$ cat src/rtl/inst_dispatch_if.sv
// Instruction channel into inst_dispatch: a valid/ready handshake carrying one instruction word.
// The master drives instructions in; the slave is the dispatcher.
interface inst_dispatch_if #(
  parameter int unsigned InstWidth = 28
);
  logic [InstWidth-1:0] inst;
  logic                 inst_valid;
  logic                 inst_ready;

  modport master (output inst, output inst_valid, input inst_ready);
  modport slave  (input inst, input inst_valid, output inst_ready);
endinterface

$ cat src/rtl/inst_dispatch.sv
// Instruction dispatcher: buffers instructions, expands LOAD/STORE into address beats and issues
// compute commands. Define INST_PERF_CNT_EN to add the retired_cnt_o instruction counter.
module inst_dispatch #(
  parameter int unsigned InstWidth = 28,
  parameter int unsigned AddrWidth = 12,
  parameter int unsigned FifoDepth = 4
) (
  input  logic                 clk_i,
  input  logic                 rstn_i,
  inst_dispatch_if.slave       inst_bus,
  output logic                 mem_valid_o,
  input  logic                 mem_ready_i,
  output logic                 mem_we_o,
  output logic [AddrWidth-1:0] mem_addr_o,
  output logic [1:0]           mem_port_o,
  output logic                 cmd_valid_o,
  input  logic                 cmd_ready_i,
  output logic [2:0]           cmd_op_o,
  output logic [3:0]           cmd_a_o,
  output logic [3:0]           cmd_b_o,
  output logic [3:0]           cmd_c_o,
  output logic [1:0]           cmd_mode_o,
  input  logic                 cmd_done_i,
  output logic                 busy_o,
  output logic                 illegal_o
`ifdef INST_PERF_CNT_EN
  ,
  output logic [31:0]          retired_cnt_o
`endif
);

  localparam int unsigned PtrW = $clog2(FifoDepth);

  typedef enum logic [1:0] {StIdle, StBurst, StCmd, StWait} state_e;

  // FIFO with one extra pointer bit to tell full from empty.
  logic [InstWidth-1:0] fifo_q [FifoDepth];
  logic [PtrW:0]        wr_ptr_q, rd_ptr_q;
  logic                 full, empty, push, pop;
  logic [InstWidth-1:0] head;
  logic [2:0]           op;
  logic                 unused_head;

  state_e               state_q;
  logic [5:0]           beats_q;
  logic                 mem_valid_q, mem_we_q;
  logic [AddrWidth-1:0] mem_addr_q;
  logic [1:0]           mem_port_q;
  logic                 cmd_valid_q;
  logic [2:0]           cmd_op_q;
  logic [3:0]           cmd_a_q, cmd_b_q, cmd_c_q;
  logic [1:0]           cmd_mode_q;
  logic                 illegal_q;

  assign empty = (wr_ptr_q == rd_ptr_q);
  assign full  = (wr_ptr_q[PtrW] != rd_ptr_q[PtrW]) &&
                 (wr_ptr_q[PtrW-1:0] == rd_ptr_q[PtrW-1:0]);
  assign push  = inst_bus.inst_valid && !full;
  assign pop   = (state_q == StIdle) && !empty;
  assign head  = fifo_q[rd_ptr_q[PtrW-1:0]];
  assign op    = head[27:25];
  assign unused_head = ^head[4:0];

  always_ff @(posedge clk_i) begin
    if (push) fifo_q[wr_ptr_q[PtrW-1:0]] <= inst_bus.inst;
  end

  always_ff @(posedge clk_i or negedge rstn_i) begin
    if (!rstn_i) begin
      wr_ptr_q <= '0;
      rd_ptr_q <= '0;
    end else begin
      if (push) wr_ptr_q <= wr_ptr_q + 1'b1;
      if (pop)  rd_ptr_q <= rd_ptr_q + 1'b1;
    end
  end

  always_ff @(posedge clk_i or negedge rstn_i) begin
    if (!rstn_i) begin
      state_q     <= StIdle;
      beats_q     <= '0;
      mem_valid_q <= 1'b0;
      mem_we_q    <= 1'b0;
      mem_addr_q  <= '0;
      mem_port_q  <= '0;
      cmd_valid_q <= 1'b0;
      cmd_op_q    <= '0;
      cmd_a_q     <= '0;
      cmd_b_q     <= '0;
      cmd_c_q     <= '0;
      cmd_mode_q  <= '0;
      illegal_q   <= 1'b0;
    end else begin
      illegal_q <= 1'b0;
      unique case (state_q)
        StIdle: begin
          if (pop) begin
            case (op)
              3'b000, 3'b001: begin
                // Zero-length transfers retire without touching the memory bus.
                if (head[12:7] != 6'd0) begin
                  state_q     <= StBurst;
                  beats_q     <= head[12:7];
                  mem_valid_q <= 1'b1;
                  mem_we_q    <= op[0];
                  mem_addr_q  <= AddrWidth'(head[24:13]);
                  mem_port_q  <= head[6:5];
                end
              end
              3'b100, 3'b101, 3'b110: begin
                state_q     <= StCmd;
                cmd_valid_q <= 1'b1;
                cmd_op_q    <= op;
                cmd_a_q     <= head[24:21];
                cmd_b_q     <= head[20:17];
                cmd_c_q     <= head[16:13];
                cmd_mode_q  <= head[12:11];
              end
              default: illegal_q <= 1'b1;
            endcase
          end
        end
        StBurst: begin
          if (mem_ready_i) begin
            if (beats_q == 6'd1) begin
              mem_valid_q <= 1'b0;
              state_q     <= StIdle;
            end else begin
              beats_q    <= beats_q - 6'd1;
              mem_addr_q <= mem_addr_q + 1'b1;
            end
          end
        end
        StCmd: begin
          if (cmd_ready_i) begin
            cmd_valid_q <= 1'b0;
            state_q     <= StWait;
          end
        end
        StWait: begin
          if (cmd_done_i) state_q <= StIdle;
        end
        default: state_q <= StIdle;
      endcase
    end
  end

`ifdef INST_PERF_CNT_EN
  logic        retire;
  logic [31:0] retired_cnt_q;

  assign retire = (pop && (op[2:1] == 2'b00) && (head[12:7] == 6'd0)) ||
                  ((state_q == StBurst) && mem_ready_i && (beats_q == 6'd1)) ||
                  ((state_q == StWait) && cmd_done_i);

  always_ff @(posedge clk_i or negedge rstn_i) begin
    if (!rstn_i) retired_cnt_q <= '0;
    else if (retire) retired_cnt_q <= retired_cnt_q + 32'd1;
  end

  assign retired_cnt_o = retired_cnt_q;
`endif

  assign inst_bus.inst_ready = !full;
  assign mem_valid_o = mem_valid_q;
  assign mem_we_o    = mem_we_q;
  assign mem_addr_o  = mem_addr_q;
  assign mem_port_o  = mem_port_q;
  assign cmd_valid_o = cmd_valid_q;
  assign cmd_op_o    = cmd_op_q;
  assign cmd_a_o     = cmd_a_q;
  assign cmd_b_o     = cmd_b_q;
  assign cmd_c_o     = cmd_c_q;
  assign cmd_mode_o  = cmd_mode_q;
  assign busy_o      = !empty || (state_q != StIdle);
  assign illegal_o   = illegal_q;

endmodule

$ cat src/flat_wrapper.sv
// flat-port wrapper written by rule: the top's interface ports become plain ports
module inst_dispatch_flat 
#(
  parameter int unsigned InstWidth = 28,
  parameter int unsigned AddrWidth = 12,
  parameter int unsigned FifoDepth = 4
)
  (clk_i, rstn_i, mem_valid_o, mem_ready_i, mem_we_o, mem_addr_o, mem_port_o, cmd_valid_o, cmd_ready_i, cmd_op_o, cmd_a_o, cmd_b_o, cmd_c_o, cmd_mode_o, cmd_done_i, busy_o, illegal_o, inst_bus_inst, inst_bus_inst_valid, inst_bus_inst_ready);
  inst_dispatch_if #(.InstWidth(InstWidth)) inst_bus_i ();
  input  logic clk_i;
  input  logic rstn_i;
  output logic mem_valid_o;
  input  logic mem_ready_i;
  output logic mem_we_o;
  output logic [AddrWidth-1:0] mem_addr_o;
  output logic [1:0] mem_port_o;
  output logic cmd_valid_o;
  input  logic cmd_ready_i;
  output logic [2:0] cmd_op_o;
  output logic [3:0] cmd_a_o;
  output logic [3:0] cmd_b_o;
  output logic [3:0] cmd_c_o;
  output logic [1:0] cmd_mode_o;
  input  logic cmd_done_i;
  output logic busy_o;
  output logic illegal_o;
  input wire logic [$bits(inst_bus_i.inst)-1:0] inst_bus_inst;
  input wire logic [$bits(inst_bus_i.inst_valid)-1:0] inst_bus_inst_valid;
  output wire logic [$bits(inst_bus_i.inst_ready)-1:0] inst_bus_inst_ready;
  assign inst_bus_i.inst = inst_bus_inst;
  assign inst_bus_i.inst_valid = inst_bus_inst_valid;
  assign inst_bus_inst_ready = inst_bus_i.inst_ready;
  inst_dispatch #(.InstWidth(InstWidth), .AddrWidth(AddrWidth), .FifoDepth(FifoDepth)) u_core (.clk_i(clk_i), .rstn_i(rstn_i), .inst_bus(inst_bus_i), .mem_valid_o(mem_valid_o), .mem_ready_i(mem_ready_i), .mem_we_o(mem_we_o), .mem_addr_o(mem_addr_o), .mem_port_o(mem_port_o), .cmd_valid_o(cmd_valid_o), .cmd_ready_i(cmd_ready_i), .cmd_op_o(cmd_op_o), .cmd_a_o(cmd_a_o), .cmd_b_o(cmd_b_o), .cmd_c_o(cmd_c_o), .cmd_mode_o(cmd_mode_o), .cmd_done_i(cmd_done_i), .busy_o(busy_o), .illegal_o(illegal_o));
endmodule
$ cat config.mk
export PLATFORM = sky130hd
export DESIGN_NAME = inst_dispatch_flat
export DESIGN_NICKNAME = d
export VERILOG_FILES = /design/src/rtl/inst_dispatch_if.sv /design/src/rtl/inst_dispatch.sv /design/src/flat_wrapper.sv
export SDC_FILE = /design/constraint.sdc
export NUM_CORES = 1
export LEC_CHECK = 0
export CAP_MARGIN = 10
export CORE_ASPECT_RATIO = 0.9
export CORE_MARGIN = 3
export CORE_UTILIZATION = 25
export DETAILED_ROUTE_END_ITERATION = 10
export MAX_ROUTING_LAYER = met4
export PLACE_DENSITY = 0.39
export REMOVE_ABC_BUFFERS = 1
export SYNTH_ARGS = -nofsm -noshare
export SYNTH_HDL_FRONTEND = slang
export SYNTH_SLANG_ARGS = --single-unit
$ cat constraint.sdc
create_clock -name clk_i -period 2.33 [get_ports clk_i]
set_clock_uncertainty 0.05 [all_clocks]
set_input_delay 0.233 -clock clk_i [delete_from_list [all_inputs] [get_ports clk_i]]
set_output_delay 0.233 -clock clk_i [all_outputs]
set_load 0.05 [all_outputs]
Word-level counts from Yosys, hierarchy flattened:

Memories as Yosys holds them, arrays and structs flattened.
Cells that the tools add are included.

* register bits: 49
* RAM bits: 112
* output and inout port bits: 37
* word-level logic and storage cells: 98
* memories kept: 1

* add/sub/neg operators: 4
* eq/ne operators: 22
* muxes and demuxes: 35
* reductions and logical operators: 21

Memories
* u_core.fifo_q: words 4, bits a word 28, rd ports 1, clocked after Yosys merged registers in 0, wr ports 1, RTL line inst_dispatch.sv:37 `logic [InstWidth-1:0] fifo_q [FifoDepth];`

Operator list (count)
* $mux 12: 5
* $mux 6: 5
* $pmux 12 s2: 1
* $ne 2x2->1 const B: 7
* $mux 1: 13
* $add 12x1->12 const B: 1
* $mux 2: 6
* $pmux 6 s2: 1
* $reduce_and 6->1: 2
* $eq 3x3->1 const B: 3
* $pmux 2 s4: 1
* $reduce_and 4->1: 2
* $reduce_and 7->1: 1
* $add 3x1->3 const B: 2
* $eq 6x1->1 const B: 1
* $ne 3x3->1 const B: 2
* $reduce_bool 2->1: 3
* $reduce_bool 6->1: 1
* $sub 6x1->6 const B: 1
* $reduce_or 5->1: 1
* $eq 2x2->1 const B: 2
* $ne 2x1->1 const B: 2
* $pmux 1 s2: 2
* $pmux 2 s2: 1
* 13 further kinds: 16

Depth between registers and ports, before layout:

Gate-level depths: netlist (run 1).

* depth after elaboration: 6
* depth in mapped cells: 8

Least setup slack after synthesis (run 1):

No wires, ideal clock.

* path type: register -> register
* start: reg u_core.rd_ptr_q[0]
* end: reg u_core.wr_ptr_q[2]
* setup time: 165 ps
* arrival time: 2265 ps
* path slack: -150 ps
* stages on the path, launching flop included: 7
* cells stage by stage: dfrtp_1 -> buf_6 -> buf_12 -> xnor2_2 -> nand3b_1 -> and3_1 -> xor2_1

* cells in the longest elaborated chain, start to end: 4

Ends and longest elaborated chain
* start, declared: RTL line inst_dispatch.sv:38 `logic [PtrW:0] wr_ptr_q, rd_ptr_q;`
* start signal, assigned: RTL line inst_dispatch.sv:74 `if (pop) rd_ptr_q <= rd_ptr_q + 1'b1;`
* $eq 2x2->1: RTL line inst_dispatch.sv:57 `(wr_ptr_q[PtrW-1:0] == rd_ptr_q[PtrW-1:0]);`
* $logic_and 1x1->1: RTL line inst_dispatch.sv:56 `assign full = (wr_ptr_q[PtrW] != rd_ptr_q[PtrW]) &&`
* $logic_not 1->1
* named net inst_bus_inst_ready: RTL line flat_wrapper.sv:29 `output wire logic [$bits(inst_bus_i.inst_ready)-1:0] inst_bus_inst_ready;`
* $logic_and 1x1->1: RTL line inst_dispatch.sv:58 `assign push = inst_bus.inst_valid && !full;`
* end signal, assigned: RTL line inst_dispatch.sv:73 `if (push) wr_ptr_q <= wr_ptr_q + 1'b1;`
* end, declared: RTL line inst_dispatch.sv:38

The timed path passes the listed nets, and every way through them passes these cells.
A chain may end at the register's enable or synchronous reset.

Worst setup path after layout (run 1):

* start: reg u_core.rd_ptr_q[0]
* end: reg u_core.cmd_c_q[1], in the netlist u_core.cmd_c_o[1]

* cells in the longest elaborated chain, start to end: 4

Ends and longest elaborated chain
* $mem_v2 4x28 / $eq 3x3->1 (equally long branches)
* $eq 3x3->1 / $logic_not 1->1 (equally long branches): RTL line inst_dispatch.sv:98, inst_dispatch.sv:59
* $reduce_or 3->1 / $logic_and 1x1->1 (equally long branches)
* $reduce_and 3->1 (no line)
* end signal, assigned: RTL line inst_dispatch.sv:116 `cmd_c_q <= head[16:13];`
* end, declared: RTL line inst_dispatch.sv:51 `logic [3:0] cmd_a_q, cmd_b_q, cmd_c_q;`

Parallel ways exist; a longest one is shown, timed or not.

==> metrics.md, run 1 <==
| Metric | Value |
|---|---|
| Commonest non-fill, non-tap cells in the layout | edfxtp_1, clkdlybuf4s50_1, dfrtp_1 |
| First-pass GRT wire length | 22700 um |
| Flip-flop and latch area | 0.003989 mm2 |
| Peak supply drop | 0.4687 mV |
| Layout Nets | 518 |
| IO Count | 71 |
| Yosys cell types | 52 |
| Power, Total | 12.05 mW |
| Tightest Pin Transition | 0.7100 ns |
| Global Route Usage Sum | 0.1198 |
| Fin. Hold Viols | 0 |
| Critical path class | register to register |
| Clock sink total | 141 |
| Pwr/cell area | 1534 mW/mm2 |
| Critical Path End Type | register |
| Setup Viol. Count Final | 0 |
| Dpl cells | 751 |
| GPL Wtd Cong | 0.7546 |
| Register area share after synthesis | 0.6605 |
| Max stage delay cell, worst path | mux4_2 |
| CTS H-tree depth | 4 |
| Filler cells | 2270 |
| Final min period | 2.209 ns |
| Maxcap violations | 0 |
| Final setup TNS | 0 ns |
| Post-synth top flop | edfxtp_1 |
| Cell area after layout | 0.007854 mm2 |
| FF-to-FF Start | u_core.rd_ptr_q[0] |
| Crit path cell chain | buf_12, buf_12, mux4_2, nand2_1, nand3_4, buf_12, mux2_4 |
| Critical path data arrival time | 2.45 ns |
| Crit path top cell by count | buf_12 |
| Chip width | 169.8 um |
| Leakage power | 2.898 nW |
| CTS tree | built |
| DRC Markers | 0 |
| NetSw | 4.735 mW |
| Cell Rows | 53 |
| Seq cells post-synth | 141 |
| Largest net degree at the start of global routing | 50 |
| Hold path start | inst_bus_inst[5] |
| Final wirelength | 14440 um |
| Drt initial violations | 254 |
| WL/cell | 18.26 um |
| Gate power share | 0.467 |
| Slew Limit Fails | 0 |
| Worst Setup SP | u_core.rd_ptr_q[0] |
| Antenna Cells | 0 |
| Full die area | 0.02606 mm2 |
| Peak fanout along the critical path | 15 |
| Worst EP required | 2.57 ns |
| EDFF count, synth | 92 |
| Port Buffer Count | 65 |
| Seq pwr share | 0.336 |
| DR pass1 iterations | 4 |
| Cells after Synth | 372 |
| Period utilisation layout | 0.9482 |
| Yosys warns | 0 |
| Area Overhead vs Synth | 30.04% |
| Mean Syn Cell Area | 16.24 um2 |
| Worst-Skew Late Latency | 0.42 ns |
| Hold_ws | 0.3887 ns |
| Die Y | 153.5 um |
| Startpoint types | register |
| Placed cell areas | 0.007267 mm2 |
| Hpwl dp | 9347 um |
| Sw frac | 0.3931 |
| Routed vias | 3594 |
| Internal power | 7.311 mW |
| Mapped Area | 0.006040 mm2 |
| Core ar. | 0.02354 mm2 |
| RSZ-0062 raised after global routing | false |
| Tightest Hold Check Type | input pin to register |
| CTS Buffer Depth | 2 |
| Total grt overflow | 0 |
| CTS buffer count | 17 |
| Commonest non-fill, non-tap cell in the layout | edfxtp_1 |
| Max incr delay on CP | 0.56 ns |
| Slew headroom | 0.5266 |
| Finished Layout Cells | 791 |
| Clock transition at path regs | 0.06 ns |
| CTS root buffer | clkbuf_16 |
| Antenna viol nets, final | 0 |
| Clock share of power | 0.197 |
| Via density per instance | 4.544 |
| Initial Util | 0.2566 |
| Initial antenna violation count | 0 |
| Async S/R FF share, synth | 0.3475 |
| Max Fclk | 452.6 MHz |
| Vias in the first global route | 3743 |
| Layout cells sized above 1 | 0.2290 |
| Outcome | finished, final reports clean |
| Area occupied by multi-input gates | 0.001903 mm2 |
-- worst max-delay path, delay by kind of cell (launching register included) --
kind,cells,cell delay [ns]
mux,2,0.86
buf+inv,3,0.49
flops,1,0.39
simple gates,2,0.28
-- worst paths after layout --
check | endpoint | cells after the start | slack [ns]
max in group asynchronous | u_core.cmd_c_o[1] | 3 | 1.32
worst min register to register | u_core.cmd_op_o[2] | 1 | 0.42
min in group asynchronous | u_core.mem_port_o[1] | 3 | 0.44
worst min-delay path | u_core.fifo_q[1][5] | 1 | 0.39
worst max-delay path | u_core.cmd_c_o[1] | 7 | 0.12
worst max register to register | u_core.cmd_c_o[1] | 7 | 0.12
-- power by group through the flow --
stage / Clock, mW / Sequential (mW) / Combinational [mW]
final: 2.38 / 4.04 / 5.63
after CTS: 2.47 / 4.05 / 5.62
after floorplan: 0 / 5.10 / 2.36
after global placement: 0 / 4.08 / 5.57
after detailed placement: 0 / 4.09 / 5.60
after global routing: 2.59 / 4.14 / 6.04
-- kinds of logic (layout without fill, tap and decap cells) --
logic type | after synthesis | count (layout) | share of synthesized area
xor gates and xnor gates | 7 | 7 | 0.01139
muxes | 45 | 45 | 0.1394
adders and majority gates | 8 | 8 | 0.01657
AOI/OAI and AO/OA | 55 | 55 | 0.06609
DFF | 141 | 141 | 0.6605
buffers and inverters | 26 | 143 | 0.02424
and+or+nand+nor | 90 | 90 | 0.08183
-- flip-flops by register name, indices dropped and copies added, names as in the netlist, 4 cells and up --
name and flops:
u_core.beats_q 6, u_core.mem_addr_o 12, u_core.cmd_b_o 4, u_core.cmd_a_o 4
u_core.fifo_q 92, u_core.cmd_c_o 4
-- synthesized netlist by cell type, types with 4 or more instances --
| library cell | instances | area share |
|---|---|---|
| ha_1 | 8 | 0.017 |
| dfrtp_1 | 49 | 0.20 |
| mux2_2 | 8 | 0.015 |
| xnor2_1 | 4 | 0.0058 |
| nand3_1 | 15 | 0.012 |
| and2_1 | 5 | 0.0052 |
| o21ai_0 | 11 | 0.0091 |
| nor3_1 | 5 | 0.0041 |
| nand4_1 | 5 | 0.0052 |
| mux4_2 | 14 | 0.052 |
| buf_2 | 5 | 0.0041 |
| inv_1 | 8 | 0.0050 |
| a21oi_1 | 12 | 0.0099 |
| clkbuf_1 | 7 | 0.0044 |
| o2bb2ai_1 | 11 | 0.016 |
| edfxtp_1 | 92 | 0.46 |
| mux4_1 | 9 | 0.039 |
| o211ai_1 | 4 | 0.0050 |
| mux2_4 | 12 | 0.030 |
| nor2_1 | 11 | 0.0068 |
| nand2_1 | 22 | 0.014 |
| and3_1 | 10 | 0.010 |
-- metrics by stage --
| stage | util | setup WS [ns] |
|---|---|---|
| 6_report | 0.3336 | 0.1207 |
| 5_1_grt | 0.3336 | 0.01095 |
| 4_1_cts | 0.3309 | 0.01141 |
| 3_5_place_dp | 0.3087 | 0.01385 |
| 3_3_place_gp | 0.3087 | 0.03025 |
| 2_1_floorplan | - | -0.6877 |
-- final cells by class --
cell class,instances,share of cell area
timing repair buffer,103,0.1325
sequential,141,0.5079
clock buffer,20,0.05560
clock inverter,12,0.009718
multi-input combinational,205,0.2423
tap,302,0.04811
inverter,8,0.003823
-- repair_timing --
| action | in CTS | in global routing |
|---|---|---|
| endpoints found under the hold margin | 49 | 0 |
| endpoints found under the setup margin | 0 | 21 |
| hold buffers | 1 | 0 |
| buffers inserted | 0 | 7 |
| gates resized for setup | 0 | 2 |
-- metal layers --
metal	track usage	part of all wire
met4	0.03154	0.0098
met5	-	0
met3	0.02793	0.026
met1	0.1630	0.49
met2	0.1810	0.48
Note: power is estimated with default switching activity, not from simulation.
==> run 2: changes to the inputs <==
Settings changed: CAP_MARGIN 10 to 0.
==> results of run 2 <==
No change in the layout: final DEF, timing and power equal those of run 1.
==> run 3: changes to the inputs <==
Settings changed: SKIP_CTS_REPAIR_TIMING from default to 1.
==> metrics.md, run 3 (synthesized netlist as in run 1, its figures left out) <==
| Metric | Value |
|---|---|
| Outcome | finished, final reports clean (unchanged) |
| Max Fclk | 452.3 MHz (was 452.6 MHz) |
| Clock sink total | 141 (unchanged) |
| Tightest Hold Check Type | input pin to register (unchanged) |
| CP Capture Point | u_core.cmd_c_o[1] (unchanged) |
| Worst EP required | 2.57 ns (about the same) |
| Tightest Pin Transition | 0.7101 ns (was 0.7100 ns) |
| Startpoint types | register (unchanged) |
| Commonest non-fill, non-tap cell in the layout | edfxtp_1 (unchanged) |
| FF-to-FF Start | u_core.rd_ptr_q[0] (unchanged) |
| Commonest non-fill, non-tap cells in the layout | edfxtp_1, clkdlybuf4s50_1, dfrtp_1 (unchanged) |
| WL/cell | 18.33 um (was 18.26 um) |
| Final min period | 2.211 ns (was 2.209 ns) |
| Period utilisation layout | 0.9489 (was 0.9482) |
| Area Overhead vs Synth | 30.04% (unchanged) |
| Leakage power | 2.898 nW (unchanged) |
| CTS buffer count | 17 (unchanged) |
| Largest net degree at the start of global routing | 50 (unchanged) |
| Worst Path Buf+Inv | 3 (unchanged) |
| Internal power | 7.311 mW (about the same) |
| Initial Util | 0.2566 (unchanged) |
| Die Y | 153.5 um (unchanged) |
| Final Util | 0.3336 (unchanged) |
| Full die area | 0.02606 mm2 (unchanged) |
| Port Buffer Count | 65 (unchanged) |
| IO Count | 71 (unchanged) |
| Slew headroom | 0.5266 (about the same) |
| GPL Wtd Cong | 0.7546 (unchanged) |
| Chip width | 169.8 um (unchanged) |
| Hold path start | inst_bus_inst[5] (unchanged) |
| R2R Setup Slk | 0.12 ns (about the same) |
| Max stage delay cell, worst path | mux4_2 (unchanged) |
| CTS Buffer Depth | 2 (unchanged) |
| Layout cells sized above 1 | 0.2290 (unchanged) |
| Setup Viol. Count Final | 0 (unchanged) |
| CTS root buffer | clkbuf_16 (unchanged) |
| Core ar. | 0.02354 mm2 (unchanged) |
| Critical path data arrival time | 2.46 ns (was 2.45 ns) |
| Pwr/cell area | 1535 mW/mm2 (was 1534 mW/mm2) |
| Layout Nets | 518 (unchanged) |
| Worst r2r path cells | 7 (unchanged) |
| NetSw | 4.748 mW (was 4.735 mW) |
| Cell Rows | 53 (unchanged) |
| Drt initial violations | 272 (was 254) |
| First-pass GRT wire length | 22670 um (was 22700 um) |
| Worst Setup SP | u_core.rd_ptr_q[0] (unchanged) |
| Max FFs per register | 92 (unchanged) |
| Gate power share | 0.467 (about the same) |
| Via density per instance | 4.539 (was 4.544) |
| Max incr delay on CP | 0.56 ns (about the same) |
| Critical Path End Type | register (unchanged) |
| RSZ-0062 raised after global routing | false (unchanged) |
| Peak fanout along the critical path | 15 (unchanged) |
| Slew Limit Fails | 0 (unchanged) |
| Total grt overflow | 0 (unchanged) |
| Routed vias | 3590 (was 3594) |
| Critical path class | register to register (unchanged) |
| Hpwl dp | 9347 um (unchanged) |
| Antenna viol nets, final | 0 (unchanged) |
| Peak supply drop | 0.4678 mV (was 0.4687 mV) |
| Sw frac | 0.3937 (was 0.3931) |
| Maxcap violations | 0 (unchanged) |
| Global Route Usage Sum | 0.1197 (was 0.1198) |
| DRC Markers | 0 (unchanged) |
| CTS H-tree depth | 4 (unchanged) |
| Clock share of power | 0.197 (about the same) |
| Crit path top cell by count | buf_12 (unchanged) |
| Antenna Cells | 0 (unchanged) |
| Final wirelength | 14500 um (was 14440 um) |
| Initial antenna violation count | 0 (unchanged) |
| DR pass1 iterations | 5 (was 4) |
| Vias in the first global route | 3733 (was 3743) |
| Fin. Hold Viols | 0 (unchanged) |
| Worst r2r dst | u_core.cmd_c_o[1] (unchanged) |
| Seq pwr share | 0.335 (was 0.336) |
| Clock transition at path regs | 0.06 ns (about the same) |
| CTS tree | built (unchanged) |
| Worst-Skew Late Latency | 0.42 ns (about the same) |
| Power, Total | 12.06 mW (was 12.05 mW) |
| Top Family by Delay on Critical Path | multiplexers (unchanged) |
| Crit path cell chain | buf_12, buf_12, mux4_2, nand2_1, nand3_4, buf_12, mux2_4 (unchanged) |
| Critical path depth | 7 (unchanged) |
==> run 3: worst min path at each step <==
stage                     cells past startpoint  slack, ns                   to
final                                         1       0.39  u_core.fifo_q[1][5]
after global routing                          1       0.39  u_core.fifo_q[1][5]
after CTS                                     2      -0.08   u_core.cmd_op_o[2]
after detailed placement                      2       0.38    u_core.cmd_c_o[0]
after global placement                        2       0.38   u_core.wr_ptr_q[0]
after floorplan                               0      -0.11    u_core.beats_q[0]
==> run 3: metal layers <==
layer,part of all wire,wire length [um],GRT usage,up-vias
li1,-,-,-,1671
met1,0.49,7110,0.1630,1846
met2,0.47,6868,0.1806,63
met3,0.027,389,0.02793,10
met4,0.0092,133,0.03154,0
met5,0,0,-,-
==> run 3: area by class of cell <==
type / count / area (um2)
multi-input cells: 205 / 1903
well taps: 302 / 377.9
clock buffers: 20 / 436.7
repair buffers: 103 / 1041
inverters: 8 / 30.03
flip-flops and latches: 141 / 3989
clock inverters: 12 / 76.32
fillers: 2270 / 15690
==> run 3: per-stage QoR <==
stage / setup WS (ns) / hold slack, ns / setup TNS (ns) / instances / cell area (um2)
2_1_floorplan: -0.6877 / -0.1126 / -80.75 / 354 / 5923
3_3_place_gp: 0.03025 / 0.3788 / 0 / 751 / 7267
3_5_place_dp: 0.01385 / 0.3804 / 0 / 751 / 7267
4_1_cts: 0.01141 / -0.08306 / 0 / 783 / 7780
5_1_grt: 0.01095 / 0.3923 / 0 / 791 / 7854
6_report: 0.1191 / 0.3899 / 0 / 791 / 7854
==> run 3: power groups by stage <==
stage / registers [mW] / logic, mW / clock network (mW)
finish: 4.04 / 5.64 / 2.38
global route: 4.14 / 6.04 / 2.59
CTS: 4.05 / 5.62 / 2.47
detailed placement: 4.09 / 5.60 / 0
global placement: 4.08 / 5.57 / 0
floorplan: 5.10 / 2.36 / 0
